$ cat src/rtl/mem_bus_pkg.sv
// Shared types and default widths for the imem/dmem memory-bus arbiter.
package mem_bus_pkg;

  localparam int DEF_ADDR_W = 64;
  localparam int DEF_STRB_W = 8;
  localparam int DEF_DATA_W = 64;
  localparam int STARVE_W   = 4;

  // Which requester owns the downstream port (or the pending response).
  typedef enum logic {
    OWN_IMEM,
    OWN_DMEM
  } mem_owner_t;

  // IDLE arbitrates; HOLD_x locks the selection while x waits for m_gnt.
  typedef enum logic [1:0] {
    ARB_IDLE,
    ARB_HOLD_I,
    ARB_HOLD_D
  } arb_state_t;

endpackage

$ cat src/rtl/mem_bus_if.sv
// req/gnt memory bus: the request fields travel master->slave, while
// gnt/err/rdata travel back. err/rdata belong to the transfer accepted
// one cycle earlier.
interface mem_bus_if
  import mem_bus_pkg::*;
#(
  parameter int ADDR_W = DEF_ADDR_W,
  parameter int STRB_W = DEF_STRB_W,
  parameter int DATA_W = DEF_DATA_W
) ();

  logic              req;
  logic [ADDR_W-1:0] addr;
  logic              wen;
  logic [STRB_W-1:0] strb;
  logic [DATA_W-1:0] wdata;
  logic              gnt;
  logic              err;
  logic [DATA_W-1:0] rdata;

  modport master (
    output req, addr, wen, strb, wdata,
    input  gnt, err, rdata
  );

  modport slave (
    input  req, addr, wen, strb, wdata,
    output gnt, err, rdata
  );

endinterface

$ cat src/rtl/mem_arb_starve_ctr.sv
// Saturating count of dmem accepts taken while imem was waiting. When it
// reaches MAX_STARVE, imem is forced to win the next arbitration.
module mem_arb_starve_ctr
  import mem_bus_pkg::*;
#(
  parameter int MAX_STARVE = 4
) (
  input  logic g_clk,
  input  logic g_reset,
  input  logic imem_req,
  input  logic imem_acc,
  input  logic dmem_acc,
  output logic force_imem
);

  localparam logic [STARVE_W-1:0] LIMIT = STARVE_W'(MAX_STARVE);

  logic [STARVE_W-1:0] cnt_reg;
  logic [STARVE_W-1:0] cnt_next;

  // Clearing beats counting when both happen in one cycle.
  always_comb begin
    cnt_next = cnt_reg;
    if (imem_acc || !imem_req) begin
      cnt_next = '0;
    end else if (dmem_acc && (cnt_reg != LIMIT)) begin
      cnt_next = cnt_reg + 1'b1;
    end
  end

  // Counter register.
  always_ff @(posedge g_clk) begin
    if (g_reset) begin
      cnt_reg <= '0;
    end else begin
      cnt_reg <= cnt_next;
    end
  end

  assign force_imem = (cnt_reg == LIMIT);

endmodule

$ cat src/rtl/mem_bus_arbiter.sv
// Shares one downstream memory port between imem (fetch) and dmem
// (load/store). dmem has fixed priority, and a starvation counter
// guarantees imem progress. Grants are combinational from m_gnt, and
// responses are routed to whichever requester was accepted last cycle.
module mem_bus_arbiter
  import mem_bus_pkg::*;
#(
  parameter int MEM_ADDR_W = DEF_ADDR_W,
  parameter int MEM_STRB_W = DEF_STRB_W,
  parameter int MEM_DATA_W = DEF_DATA_W,
  parameter int MAX_STARVE = 4
) (
  input  logic        g_clk,
  input  logic        g_reset,
  mem_bus_if.slave    imem,
  mem_bus_if.slave    dmem,
  mem_bus_if.master   m
);

  arb_state_t state_reg, state_next;
  mem_owner_t sel;
  logic       sel_vld;
  logic       req_out;
  logic       accept;
  logic       force_imem;

  mem_owner_t rsp_own_reg;
  logic       rsp_vld_reg;
  logic       rsp_live;

  logic [MEM_ADDR_W-1:0] mux_addr;
  logic [MEM_STRB_W-1:0] mux_strb;
  logic [MEM_DATA_W-1:0] mux_wdata;
  logic [MEM_DATA_W-1:0] rsp_rdata;

  // Pick the owner of the port and decide the next FSM state.
  always_comb begin
    state_next = state_reg;
    sel        = OWN_DMEM;
    sel_vld    = 1'b0;
    unique case (state_reg)
      ARB_IDLE: begin
        if (imem.req && (!dmem.req || force_imem)) begin
          sel     = OWN_IMEM;
          sel_vld = 1'b1;
        end else if (dmem.req) begin
          sel     = OWN_DMEM;
          sel_vld = 1'b1;
        end
      end
      ARB_HOLD_I: begin
        sel     = OWN_IMEM;
        sel_vld = imem.req;
      end
      ARB_HOLD_D: begin
        sel     = OWN_DMEM;
        sel_vld = dmem.req;
      end
      default: begin
        sel     = OWN_DMEM;
        sel_vld = 1'b0;
      end
    endcase

    // m_req depends only on the requesters, never on m_gnt.
    req_out = sel_vld && !g_reset;
    accept  = req_out && m.gnt;

    if (state_reg == ARB_IDLE) begin
      if (req_out && !m.gnt) begin
        state_next = (sel == OWN_IMEM) ? ARB_HOLD_I : ARB_HOLD_D;
      end
    end else if (!sel_vld || m.gnt) begin
      // Either accepted, or the held requester withdrew.
      state_next = ARB_IDLE;
    end
  end

  // FSM state and the one-deep record of who owns next cycle's response.
  always_ff @(posedge g_clk) begin
    if (g_reset) begin
      state_reg   <= ARB_IDLE;
      rsp_vld_reg <= 1'b0;
      rsp_own_reg <= OWN_IMEM;
    end else begin
      state_reg   <= state_next;
      rsp_vld_reg <= accept;
      rsp_own_reg <= sel;
    end
  end

  mem_arb_starve_ctr #(
    .MAX_STARVE (MAX_STARVE)
  ) u_starve (
    .g_clk      (g_clk),
    .g_reset    (g_reset),
    .imem_req   (imem.req),
    .imem_acc   (accept && (sel == OWN_IMEM)),
    .dmem_acc   (accept && (sel == OWN_DMEM)),
    .force_imem (force_imem)
  );

  // Request mux: the selected requester drives the downstream port.
  assign mux_addr  = (sel == OWN_IMEM) ? imem.addr  : dmem.addr;
  assign mux_strb  = (sel == OWN_IMEM) ? imem.strb  : dmem.strb;
  assign mux_wdata = (sel == OWN_IMEM) ? imem.wdata : dmem.wdata;

  assign m.req   = req_out;
  assign m.addr  = mux_addr;
  assign m.wen   = (sel == OWN_IMEM) ? imem.wen : dmem.wen;
  assign m.strb  = mux_strb;
  assign m.wdata = mux_wdata;

  assign imem.gnt = accept && (sel == OWN_IMEM);
  assign dmem.gnt = accept && (sel == OWN_DMEM);

  // Response router: a response held over a reset is dropped.
  assign rsp_live  = rsp_vld_reg && !g_reset;
  assign rsp_rdata = m.rdata;

  assign imem.err   = rsp_live && (rsp_own_reg == OWN_IMEM) && m.err;
  assign dmem.err   = rsp_live && (rsp_own_reg == OWN_DMEM) && m.err;
  assign imem.rdata = (rsp_live && (rsp_own_reg == OWN_IMEM)) ? rsp_rdata : '0;
  assign dmem.rdata = (rsp_live && (rsp_own_reg == OWN_DMEM)) ? rsp_rdata : '0;

endmodule
$ cat src/flat_wrapper.sv
// flat-port wrapper written by rule: the top's interface ports become plain ports
module mem_bus_arbiter_flat import mem_bus_pkg::*;
#(
  parameter int MEM_ADDR_W = DEF_ADDR_W,
  parameter int MEM_STRB_W = DEF_STRB_W,
  parameter int MEM_DATA_W = DEF_DATA_W,
  parameter int MAX_STARVE = 4
)
  (g_clk, g_reset, imem_req, imem_addr, imem_wen, imem_strb, imem_wdata, imem_gnt, imem_err, imem_rdata, dmem_req, dmem_addr, dmem_wen, dmem_strb, dmem_wdata, dmem_gnt, dmem_err, dmem_rdata, m_req, m_addr, m_wen, m_strb, m_wdata, m_gnt, m_err, m_rdata);
  mem_bus_if imem_i ();
  mem_bus_if dmem_i ();
  mem_bus_if m_i ();
  input  logic g_clk;
  input  logic g_reset;
  input wire logic [$bits(imem_i.req)-1:0] imem_req;
  input wire logic [$bits(imem_i.addr)-1:0] imem_addr;
  input wire logic [$bits(imem_i.wen)-1:0] imem_wen;
  input wire logic [$bits(imem_i.strb)-1:0] imem_strb;
  input wire logic [$bits(imem_i.wdata)-1:0] imem_wdata;
  output wire logic [$bits(imem_i.gnt)-1:0] imem_gnt;
  output wire logic [$bits(imem_i.err)-1:0] imem_err;
  output wire logic [$bits(imem_i.rdata)-1:0] imem_rdata;
  input wire logic [$bits(dmem_i.req)-1:0] dmem_req;
  input wire logic [$bits(dmem_i.addr)-1:0] dmem_addr;
  input wire logic [$bits(dmem_i.wen)-1:0] dmem_wen;
  input wire logic [$bits(dmem_i.strb)-1:0] dmem_strb;
  input wire logic [$bits(dmem_i.wdata)-1:0] dmem_wdata;
  output wire logic [$bits(dmem_i.gnt)-1:0] dmem_gnt;
  output wire logic [$bits(dmem_i.err)-1:0] dmem_err;
  output wire logic [$bits(dmem_i.rdata)-1:0] dmem_rdata;
  output wire logic [$bits(m_i.req)-1:0] m_req;
  output wire logic [$bits(m_i.addr)-1:0] m_addr;
  output wire logic [$bits(m_i.wen)-1:0] m_wen;
  output wire logic [$bits(m_i.strb)-1:0] m_strb;
  output wire logic [$bits(m_i.wdata)-1:0] m_wdata;
  input wire logic [$bits(m_i.gnt)-1:0] m_gnt;
  input wire logic [$bits(m_i.err)-1:0] m_err;
  input wire logic [$bits(m_i.rdata)-1:0] m_rdata;
  assign imem_i.req = imem_req;
  assign imem_i.addr = imem_addr;
  assign imem_i.wen = imem_wen;
  assign imem_i.strb = imem_strb;
  assign imem_i.wdata = imem_wdata;
  assign imem_gnt = imem_i.gnt;
  assign imem_err = imem_i.err;
  assign imem_rdata = imem_i.rdata;
  assign dmem_i.req = dmem_req;
  assign dmem_i.addr = dmem_addr;
  assign dmem_i.wen = dmem_wen;
  assign dmem_i.strb = dmem_strb;
  assign dmem_i.wdata = dmem_wdata;
  assign dmem_gnt = dmem_i.gnt;
  assign dmem_err = dmem_i.err;
  assign dmem_rdata = dmem_i.rdata;
  assign m_req = m_i.req;
  assign m_addr = m_i.addr;
  assign m_wen = m_i.wen;
  assign m_strb = m_i.strb;
  assign m_wdata = m_i.wdata;
  assign m_i.gnt = m_gnt;
  assign m_i.err = m_err;
  assign m_i.rdata = m_rdata;
  mem_bus_arbiter #(.MEM_ADDR_W(MEM_ADDR_W), .MEM_STRB_W(MEM_STRB_W), .MEM_DATA_W(MEM_DATA_W), .MAX_STARVE(MAX_STARVE)) u_core (.g_clk(g_clk), .g_reset(g_reset), .imem(imem_i), .dmem(dmem_i), .m(m_i));
endmodule
$ cat config.mk
export PLATFORM = sky130hd
export DESIGN_NAME = mem_bus_arbiter_flat
export DESIGN_NICKNAME = d
export VERILOG_FILES = /design/src/rtl/mem_bus_pkg.sv /design/src/rtl/mem_bus_if.sv /design/src/rtl/mem_arb_starve_ctr.sv /design/src/rtl/mem_bus_arbiter.sv /design/src/flat_wrapper.sv
export SDC_FILE = /design/constraint.sdc
export NUM_CORES = 1
export LEC_CHECK = 0
export CORE_AREA = 2 2 237 239
export DETAILED_ROUTE_END_ITERATION = 6
export DIE_AREA = 0 0 239 241
export HOLD_SLACK_MARGIN = 0.08
export PLACE_DENSITY = 0.38
export SETUP_SLACK_MARGIN = 0.2
export SLEW_MARGIN = 10
export SYNTH_ARGS = -nofsm -noshare
export SYNTH_HDL_FRONTEND = slang
export SYNTH_SLANG_ARGS = --single-unit
$ cat constraint.sdc
create_clock -name g_clk -period 2.4 [get_ports g_clk]
set_input_delay 0.48 -clock g_clk [delete_from_list [all_inputs] [get_ports g_clk]]
set_output_delay 0.48 -clock g_clk [all_outputs]
set_load 0.05 [all_outputs]
==> impl_table.tex, run 1 <==
\begin{tabular}{lr}
\hline
Metric & Value \\
\hline
\multicolumn{2}{l}{\textbf{Layout}} \\
Number of inserted filler cells in the final layout & 5761 \\
Final design area excluding fillers & 13800 µm² \\
Commonest non-fill, non-tap cell in the layout & sky130\_fd\_sc\_hd\_\_clkdlybuf4s50\_1 \\
Number of flip-flops in the largest register & 4 \\
Most frequent cells in the layout & sky130\_fd\_sc\_hd\_\_clkdlybuf4s50\_1, sky130\_fd\_sc\_hd\_\_buf\_12, sky130\_fd\_sc\_hd\_\_mux2\_4 \\
Final \#Nets & 1358 \\
Area growth from synthesis to layout & 363\% \\
Layout Cells excl Fill & 1717 \\
Fraction of layout instances using a drive strength above 1 & 60.4\% \\
\multicolumn{2}{l}{\textbf{Timing}} \\
Peak Freq & 0.376 GHz \\
Final cycle utilization of the critical path & 111\% \\
Total of endpoints with negative setup slack in the final report & 134 \\
Count of final hold-check violations & 0 \\
Final Worst Setup Slack & -0.257 ns \\
Worst slew slack as a fraction of its limit & 79.6\% \\
Setup repair after global routing missed its margin & yes \\
Worst hold-check slack & 0.480 ns \\
Setup total negative slack & -22.74 ns \\
Final worst path period need & 2.66 ns \\
Clock skew after layout & 0.000627 ns \\
Total count of max-transition violations in the final report & 0 \\
Worst-Margin Slew & 0.298 ns \\
\multicolumn{2}{l}{\textbf{Placement}} \\
I/O Buffers & 613 \\
Area after DPL & 11400 µm² \\
Half-perimeter wire length of the detailed placement result & 24600 µm \\
Routability-driven placement congestion ratio & 0.856 \\
Total instance count after detailed placement & 1673 \\
\multicolumn{2}{l}{\textbf{Critical path}} \\
Start-to-end type of the worst setup path & reg2out \\
CP endpoint kind & output port \\
Worst reg2reg path endpoint & u\_core.u\_starve.cnt\_reg[3]\$\_SDFFE\_PP0P\_ \\
Worst path arrival time & 2.18 ns \\
FF-to-FF path depth & 11 \\
Sort of element at the start of the critical path & flop \\
Register-to-register path setup slack & 0.53 ns \\
Critical path fanouts, max & 8 \\
Beginning of the worst register-to-register path & u\_core.u\_starve.cnt\_reg[0]\$\_SDFFE\_PP0P\_ \\
Critical path required time & 1.92 ns \\
\multicolumn{2}{l}{\textbf{Logic synthesis}} \\
Share of async-settable or async-resettable flops after synthesis & 0\% \\
Syn\_nets & 696 \\
Count of flip-flops with a built-in enable after synthesis & 0 \\
Top flip-flop cell by instance count after synthesis & sky130\_fd\_sc\_hd\_\_dfxtp\_1 \\
Synthesized area & 2990 µm² \\
Register bit total from synthesis & 8 \\
Synthesized netlist cell count & 350 \\
Post-synthesis average cell area & 8.54 µm² \\
Count of yosys warnings during synthesis & 0 \\
Register area share after synthesis & 5.36\% \\
Distinct cells, synth & 29 \\
\multicolumn{2}{l}{\textbf{Global routing}} \\
Pin count of the biggest net entering global routing & 36 \\
Via count of the first global-routing pass & 5784 \\
Total global routing track utilization & 9.43\% \\
Total congestion overflow & 0 \\
Global-route wire length before repair & 40200 µm \\
Antenna violations before repair & 5 \\
\multicolumn{2}{l}{\textbf{Worst hold path}} \\
Hold\_sp & g\_reset \\
Worst hold path endpoint & u\_core.rsp\_own\_reg\$\_SDFF\_PP0\_ \\
Number of cells traversed by the worst hold path & 2 \\
Class of the tightest hold or removal check & in2reg \\
\multicolumn{2}{l}{\textbf{Outcome}} \\
Result of the run & finished, violations left \\
Violated checks & negative setup slack \\
\multicolumn{2}{l}{\textbf{CTS}} \\
Later-pin clock latency in the skew report & 0.23 ns \\
Number of buffers inserted during clock tree synthesis & 3 \\
H-tree levels & 1 \\
Buffers from clock root to sink, at most & 2 \\
Clock Root Buffer & sky130\_fd\_sc\_hd\_\_clkbuf\_16 \\
Total clock sinks & 8 \\
Clock transition time at the flip-flop clock pins of the worst setup and hold paths & 0.04 ns \\
TritonCTS clock tree & done \\
\multicolumn{2}{l}{\textbf{Floorplanning}} \\
Total number of placement rows & 86 \\
Y dimension of the die & 241 µm \\
Die W & 239 µm \\
Starting density of the core & 5.45\% \\
Total I/O pin count & 614 \\
Area of the placeable core & 54900 µm² \\
Die area & 57600 µm² \\
\multicolumn{2}{l}{\textbf{Pwr}} \\
PwrDens & 261 nW/µm² \\
Internal power contribution & 2.08 mW \\
Net Sw Power & 1.53 mW \\
Static power due to leakage & 5.76 nW \\
Combinational Power Share & 88.3\% \\
Clock power share & 7.8\% \\
Fraction of power spent switching nets & 42.4\% \\
Part of the power in registers & 3.9\% \\
Peak ir drop on the vdd network & 0.000257 V \\
\multicolumn{2}{l}{\textbf{Route}} \\
Post-detailed-route wirelength per cell & 17.4 µm \\
Post-detailed-route count of antenna-violating nets & 0 \\
Routed vias/inst & 3.09 \\
DR vias & 5312 \\
Detailed-route DRC error count & 0 \\
DR iter-0 viols & 52 \\
Wirelength, routed & 29900 µm \\
Number of detailed-route iterations in the first pass & 4 \\
\multicolumn{2}{l}{\textbf{Job}} \\
Number of maximum-capacitance violations & 0 \\
\hline
\end{tabular}
routing by layer:
layer  wire, µm  share of wire [%]  GRT usage, %
met5         30               0.10             0
met4        255               0.85         0.871
met3       2750                9.2          3.03
met2      16200                 54          18.4
met1      10700                 36          10.2
critical path, cell delays in order, from the launching register on:
cell	delay [ns]
sky130_fd_sc_hd__dfxtp_2	0.32
sky130_fd_sc_hd__inv_2	0.07
sky130_fd_sc_hd__ha_4	0.12
sky130_fd_sc_hd__nand3b_1	0.14
sky130_fd_sc_hd__a21boi_4	0.18
sky130_fd_sc_hd__buf_12	0.15
sky130_fd_sc_hd__buf_12	0.11
sky130_fd_sc_hd__buf_16	0.14
sky130_fd_sc_hd__buf_12	0.12
sky130_fd_sc_hd__buf_12	0.12
sky130_fd_sc_hd__mux2_4	0.31
sky130_fd_sc_hd__buf_8	0.15
cells in the mapped netlist (2+ instances only):
library cell | n | share of area, %
sky130_fd_sc_hd__nand2b_1 | 5 | 1.0
sky130_fd_sc_hd__and3b_1 | 2 | 0.59
sky130_fd_sc_hd__inv_1 | 3 | 0.38
sky130_fd_sc_hd__ha_1 | 2 | 0.84
sky130_fd_sc_hd__clkbuf_1 | 15 | 1.9
sky130_fd_sc_hd__buf_2 | 4 | 0.67
sky130_fd_sc_hd__dfxtp_1 | 8 | 5.4
sky130_fd_sc_hd__nand2_1 | 2 | 0.25
sky130_fd_sc_hd__nor3_1 | 2 | 0.33
sky130_fd_sc_hd__nor2_1 | 5 | 0.63
sky130_fd_sc_hd__a21oi_1 | 6 | 1.0
sky130_fd_sc_hd__mux2_1 | 97 | 37
sky130_fd_sc_hd__buf_6 | 10 | 3.8
sky130_fd_sc_hd__o21ai_0 | 3 | 0.50
sky130_fd_sc_hd__mux2_2 | 40 | 15
sky130_fd_sc_hd__nand3_1 | 3 | 0.50
sky130_fd_sc_hd__and2_1 | 130 | 27
sky130_fd_sc_hd__nor2b_1 | 2 | 0.42
cells by family (layout without fill, tap and decap cells):
kind of cell | after synthesis | after routing | share of synthesized area, %
AO/OA/AOI/OAI | 15 | 15 | 3.35
adder cells (fa/ha/maj) | 2 | 2 | 0.837
buffers and inverters | 33 | 693 | 6.95
flip-flops | 8 | 8 | 5.36
multiplexers | 137 | 137 | 51.6
other | 0 | 3 | 0
AND/OR/NAND/NOR | 155 | 155 | 31.9
per-stage QoR:
stage	power, mW	setup slack (ns)	util (%)
floorplan	1.40	0.181	-
global placement	2.61	-0.426	20.7
detailed placement	2.61	-0.436	20.7
CTS	3.46	-0.297	24.1
global route	3.74	-0.363	25.2
finish	3.61	-0.257	25.2
worst max path at each step:
stage / end / cells past startpoint / from / slack, ns
floorplan: m_addr[50] / 7 / u_core.u_starve.cnt_reg[0]$_SDFFE_PP0P_ / 0.18
global placement: m_wdata[33] / 7 / dmem_req / -0.43
detailed placement: m_wdata[33] / 7 / imem_req / -0.44
CTS: m_wdata[41] / 11 / u_core.u_starve.cnt_reg[0]$_SDFFE_PP0P_ / -0.30
global route: m_addr[18] / 11 / u_core.u_starve.cnt_reg[0]$_SDFFE_PP0P_ / -0.36
finish: m_addr[22] / 11 / u_core.u_starve.cnt_reg[0]$_SDFFE_PP0P_ / -0.26
power groups by stage:
stage	clock [mW]	combinational, mW	sequential [mW]
2_1_floorplan	0	1.26	0.141
3_3_place_gp	0	2.47	0.142
3_5_place_dp	0	2.47	0.142
4_1_cts	0.288	3.03	0.140
5_1_grt	0.296	3.30	0.141
6_report	0.282	3.19	0.140
area by class of cell:
class	instances	area [µm²]	share of cell area (%)
Antenna cell	3	7.51	0.0542
Clock buffer	3	75.1	0.542
Inverter	3	11.3	0.0814
Multi-Input combinational cell	309	3350	24.2
Sequential cell	8	163	1.18
Tap cell	704	881	6.36
Timing Repair Buffer	687	9350	67.6
repair_timing:
item	4_1_cts	5_1_grt
hold endpoints to repair	0	0
endpoints found under the setup margin	270	160
cloned	12	3
pin swaps	4	1
buffers inserted	20	3
hold buffers	0	0
gates resized for setup	349	133
No activity file was read; power rests on OpenSTA's default activity.
==> inputs of run 2 (changes only) <==
- CORE_AREA: 2 2 237 239 -> 2 2 236 238
- DIE_AREA: 0 0 239 241 -> 0 0 238 240
- PLACE_DENSITY: 0.38 -> 0.39
- REMOVE_ABC_BUFFERS: default -> 1
- clock period: 2.4 -> 2.15 ns (I/O delays scaled with it)
==> run 2 against run 1 <==
The run still ends with negative setup slack left; routed wire length up 30%; worst hold slack gained 0.038 ns; non-clock buffer count up 29; largest power group unchanged; die area is 0.83% lower.
==> impl_table.tex, run 2 (synthesized netlist as in run 1, its figures left out) <==
\begin{tabular}{lr}
\hline
Metric & Value \\
\hline
\multicolumn{2}{l}{\textbf{Outcome}} \\
Result of the run & finished, violations left (unchanged) \\
Violated checks & negative setup slack (unchanged) \\
\multicolumn{2}{l}{\textbf{Placement}} \\
Routability-driven placement congestion ratio & 0.929 (was 0.856) \\
I/O Buffers & 613 (unchanged) \\
Half-perimeter wire length of the detailed placement result & 32800 µm (was 24600 µm) \\
Worst setup slack before clock tree synthesis & -0.835 ns (was -0.436 ns) \\
\multicolumn{2}{l}{\textbf{Route}} \\
Post-detailed-route count of antenna-violating nets & 0 (unchanged) \\
Highest routing layer actually used & met5 (unchanged) \\
Routed wire length on met3 & 3950 µm (was 2750 µm) \\
Post-detailed-route wirelength per cell & 22.4 µm (was 17.4 µm) \\
DR iter-0 viols & 115 (was 52) \\
Detailed-route DRC error count & 0 (unchanged) \\
Sum of routed wire segments on met1 & 12500 µm (was 10700 µm) \\
Routed vias/inst & 3.21 (was 3.09) \\
Wirelength, routed & 39000 µm (was 29900 µm) \\
WL met2 & 21300 µm (was 16200 µm) \\
DR vias & 5610 (was 5312) \\
Number of detailed-route iterations in the first pass & 4 (unchanged) \\
\multicolumn{2}{l}{\textbf{CTS}} \\
H-tree levels & 1 (unchanged) \\
Later-pin clock latency in the skew report & 0.23 ns (about the same) \\
Total clock sinks & 8 (unchanged) \\
Number of buffers inserted during clock tree synthesis & 3 (unchanged) \\
Clock Root Buffer & sky130\_fd\_sc\_hd\_\_clkbuf\_16 (unchanged) \\
Buffers from clock root to sink, at most & 2 (unchanged) \\
Hold\_buf cts & 0 (unchanged) \\
Clock transition time at the flip-flop clock pins of the worst setup and hold paths & 0.04 ns (about the same) \\
TritonCTS clock tree & done (unchanged) \\
\multicolumn{2}{l}{\textbf{Timing}} \\
Setup repair after global routing missed its margin & yes (unchanged) \\
Worst slew slack as a fraction of its limit & 71.6\% (was 79.6\%) \\
Final Worst Setup Slack & -0.405 ns (was -0.257 ns) \\
Worst hold-check slack & 0.518 ns (was 0.480 ns) \\
Peak Freq & 0.391 GHz \\
Total count of max-transition violations in the final report & 0 (unchanged) \\
Final worst path period need & 2.56 ns \\
Total of endpoints with negative setup slack in the final report & 138 (was 134) \\
Count of final hold-check violations & 0 (unchanged) \\
Final cycle utilization of the critical path & 119\% \\
Worst-Margin Slew & 0.415 ns (was 0.298 ns) \\
Clock skew after layout & 0.00395 ns (was 0.000627 ns) \\
\multicolumn{2}{l}{\textbf{Layout}} \\
Commonest non-fill, non-tap cell in the layout & sky130\_fd\_sc\_hd\_\_clkdlybuf4s50\_1 (unchanged) \\
Fraction of layout instances using a drive strength above 1 & 62.5\% (was 60.4\%) \\
Area growth from synthesis to layout & 369\% (was 363\%) \\
Number of flip-flops in the largest register & 4 (unchanged) \\
Final \#Nets & 1387 (was 1358) \\
Most frequent cells in the layout & sky130\_fd\_sc\_hd\_\_clkdlybuf4s50\_1, sky130\_fd\_sc\_hd\_\_buf\_12, sky130\_fd\_sc\_hd\_\_and2\_4 (was sky130\_fd\_sc\_hd\_\_clkdlybuf4s50\_1, sky130\_fd\_sc\_hd\_\_buf\_12, sky130\_fd\_sc\_hd\_\_mux2\_4) \\
\multicolumn{2}{l}{\textbf{Worst hold path}} \\
Hold\_sp & g\_reset (unchanged) \\
Worst hold path endpoint & u\_core.state\_reg[1]\$\_SDFFE\_PP0P\_ (was u\_core.rsp\_own\_reg\$\_SDFF\_PP0\_) \\
Number of cells traversed by the worst hold path & 3 (was 2) \\
Class of the tightest hold or removal check & in2reg (unchanged) \\
\multicolumn{2}{l}{\textbf{Floorplanning}} \\
Total I/O pin count & 614 (unchanged) \\
Y dimension of the die & 240 µm (was 241 µm) \\
Area of the placeable core & 54700 µm² (was 54900 µm²) \\
Total number of placement rows & 86 (unchanged) \\
Die W & 238 µm (was 239 µm) \\
Starting density of the core & 5.47\% (was 5.45\%) \\
Die area & 57100 µm² (was 57600 µm²) \\
\multicolumn{2}{l}{\textbf{Critical path}} \\
Critical path fanouts, max & 8 (unchanged) \\
Worst reg2reg path endpoint & u\_core.u\_starve.cnt\_reg[3]\$\_SDFFE\_PP0P\_ (unchanged) \\
Maximum single-stage delay on the critical path & 0.33 ns (was 0.32 ns) \\
Sort of element at the start of the critical path & flop (unchanged) \\
Worst path arrival time & 2.13 ns (was 2.18 ns) \\
Buffers \& Inverters on Critical Path & 6 (was 7) \\
Start-to-end type of the worst setup path & reg2out (unchanged) \\
FF-to-FF path depth & 11 (unchanged) \\
Critical path required time & 1.72 ns (was 1.92 ns) \\
Register-to-register path setup slack & 0.31 ns (was 0.53 ns) \\
Top Family by Delay on Critical Path & buffers and inverters (unchanged) \\
Cell with the biggest individual delay on the critical path & sky130\_fd\_sc\_hd\_\_mux2\_4 (was sky130\_fd\_sc\_hd\_\_dfxtp\_2) \\
Cell Chain, Critical Path & inv\_2 > ha\_4 > nand3b\_1 > a21boi\_4 > buf\_12 > buf\_12 > buf\_12 > buf\_8 > mux2\_4 > buf\_8 (was inv\_2 > ha\_4 > nand3b\_1 > a21boi\_4 > buf\_12 > buf\_12 > buf\_16 > buf\_12 > buf\_12 > mux2\_4 > buf\_8) \\
CP endpoint kind & output port (unchanged) \\
Beginning of the worst register-to-register path & u\_core.u\_starve.cnt\_reg[0]\$\_SDFFE\_PP0P\_ (unchanged) \\
Most common cell on crit path & sky130\_fd\_sc\_hd\_\_buf\_12 (unchanged) \\
\multicolumn{2}{l}{\textbf{Global routing}} \\
Global-route wire length before repair & 49400 µm (was 40200 µm) \\
Total congestion overflow & 0 (unchanged) \\
Pin count of the biggest net entering global routing & 26 (was 36) \\
Total global routing track utilization & 12.6\% (was 9.43\%) \\
Antenna violations before repair & 9 (was 5) \\
Via count of the first global-routing pass & 5997 (was 5784) \\
\multicolumn{2}{l}{\textbf{Pwr}} \\
PwrDens & 290 nW/µm² (was 261 nW/µm²) \\
Static power due to leakage & 5.83 nW (was 5.76 nW) \\
Post-layout total power & 4.06 mW (was 3.61 mW) \\
Peak ir drop on the vdd network & 0.000278 V (was 0.000257 V) \\
\multicolumn{2}{l}{\textbf{Job}} \\
Number of maximum-capacitance violations & 0 (unchanged) \\
\hline
\end{tabular}
[run 2: changes by cell type in the layout (fill, tap and decap cells not counted), sizes merged]
| cell | change |
|---|---|
| buf | +28 |
| clkbuf | +2 |
| clkdlybuf4s15 | -1 |
| clkdlybuf4s50 | -1 |
| dlygate4sd2 | +1 |
[run 2: per-stage QoR]
step	utilization [%]	area, µm²	TNS (ns)	cells
final	25.7	14000	-48.37	1746
after global routing	25.7	14000	-58.80	1743
after CTS	24.4	13300	-48.86	1730
after detailed placement	21.4	11700	-125.73	1685
after global placement	21.4	11700	-125.78	1685
after floorplan	-	2790	-623.99	320
[run 2: routing by layer]
metal / GRT usage [%] / up-vias
li1: - / 2597
met1: 11.6 / 2585
met2: 25.4 / 390
met3: 4.51 / 28
met4: 3.62 / 10
met5: 0 / -
[run 2: what timing repair did]
item                                    in CTS  in global routing
buffers inserted                            29                  5
pin swaps                                   15                 57
resized for setup                          328                152
gates cloned                                13                  8
endpoints found under the setup margin     271                223
[run 2: cell type report]
type,count,area [µm²]
timing repair buffer,716,9500
fill,5791,40600
sequential,8,165
tap,704,881
multi-input combinational,309,3390
antenna,3,7.51
inverter,3,11.3
clock buffer,3,75.1
[run 2: power by group]
part	switching (mW)	internal, mW	total, mW
combinational	1.75	1.85	3.59
sequential	0.00309	0.154	0.157
clock	0.0757	0.240	0.316
[run 2: worst max-delay path by stage]
| stage | startpoint | end | slack (ns) | cells after the start |
|---|---|---|---|---|
| after floorplan | dmem_req | dmem_gnt | -4.18 | 3 |
| after global placement | dmem_req | m_strb[2] | -0.83 | 8 |
| after detailed placement | dmem_req | m_strb[7] | -0.84 | 8 |
| after CTS | u_core.u_starve.cnt_reg[0]$_SDFFE_PP0P_ | m_wdata[55] | -0.42 | 9 |
| after global routing | u_core.u_starve.cnt_reg[0]$_SDFFE_PP0P_ | m_wdata[8] | -0.48 | 9 |
| final | u_core.u_starve.cnt_reg[0]$_SDFFE_PP0P_ | m_wdata[50] | -0.41 | 10 |
[run 2: worst reg2reg max path: cells and delay by family, from the launching register on]
kind | cells | cell delay [ns]
buf+inv | 7 | 0.84
flops | 1 | 0.32
compound gates | 2 | 0.29
simple gates | 1 | 0.16
fa+ha+maj | 1 | 0.15
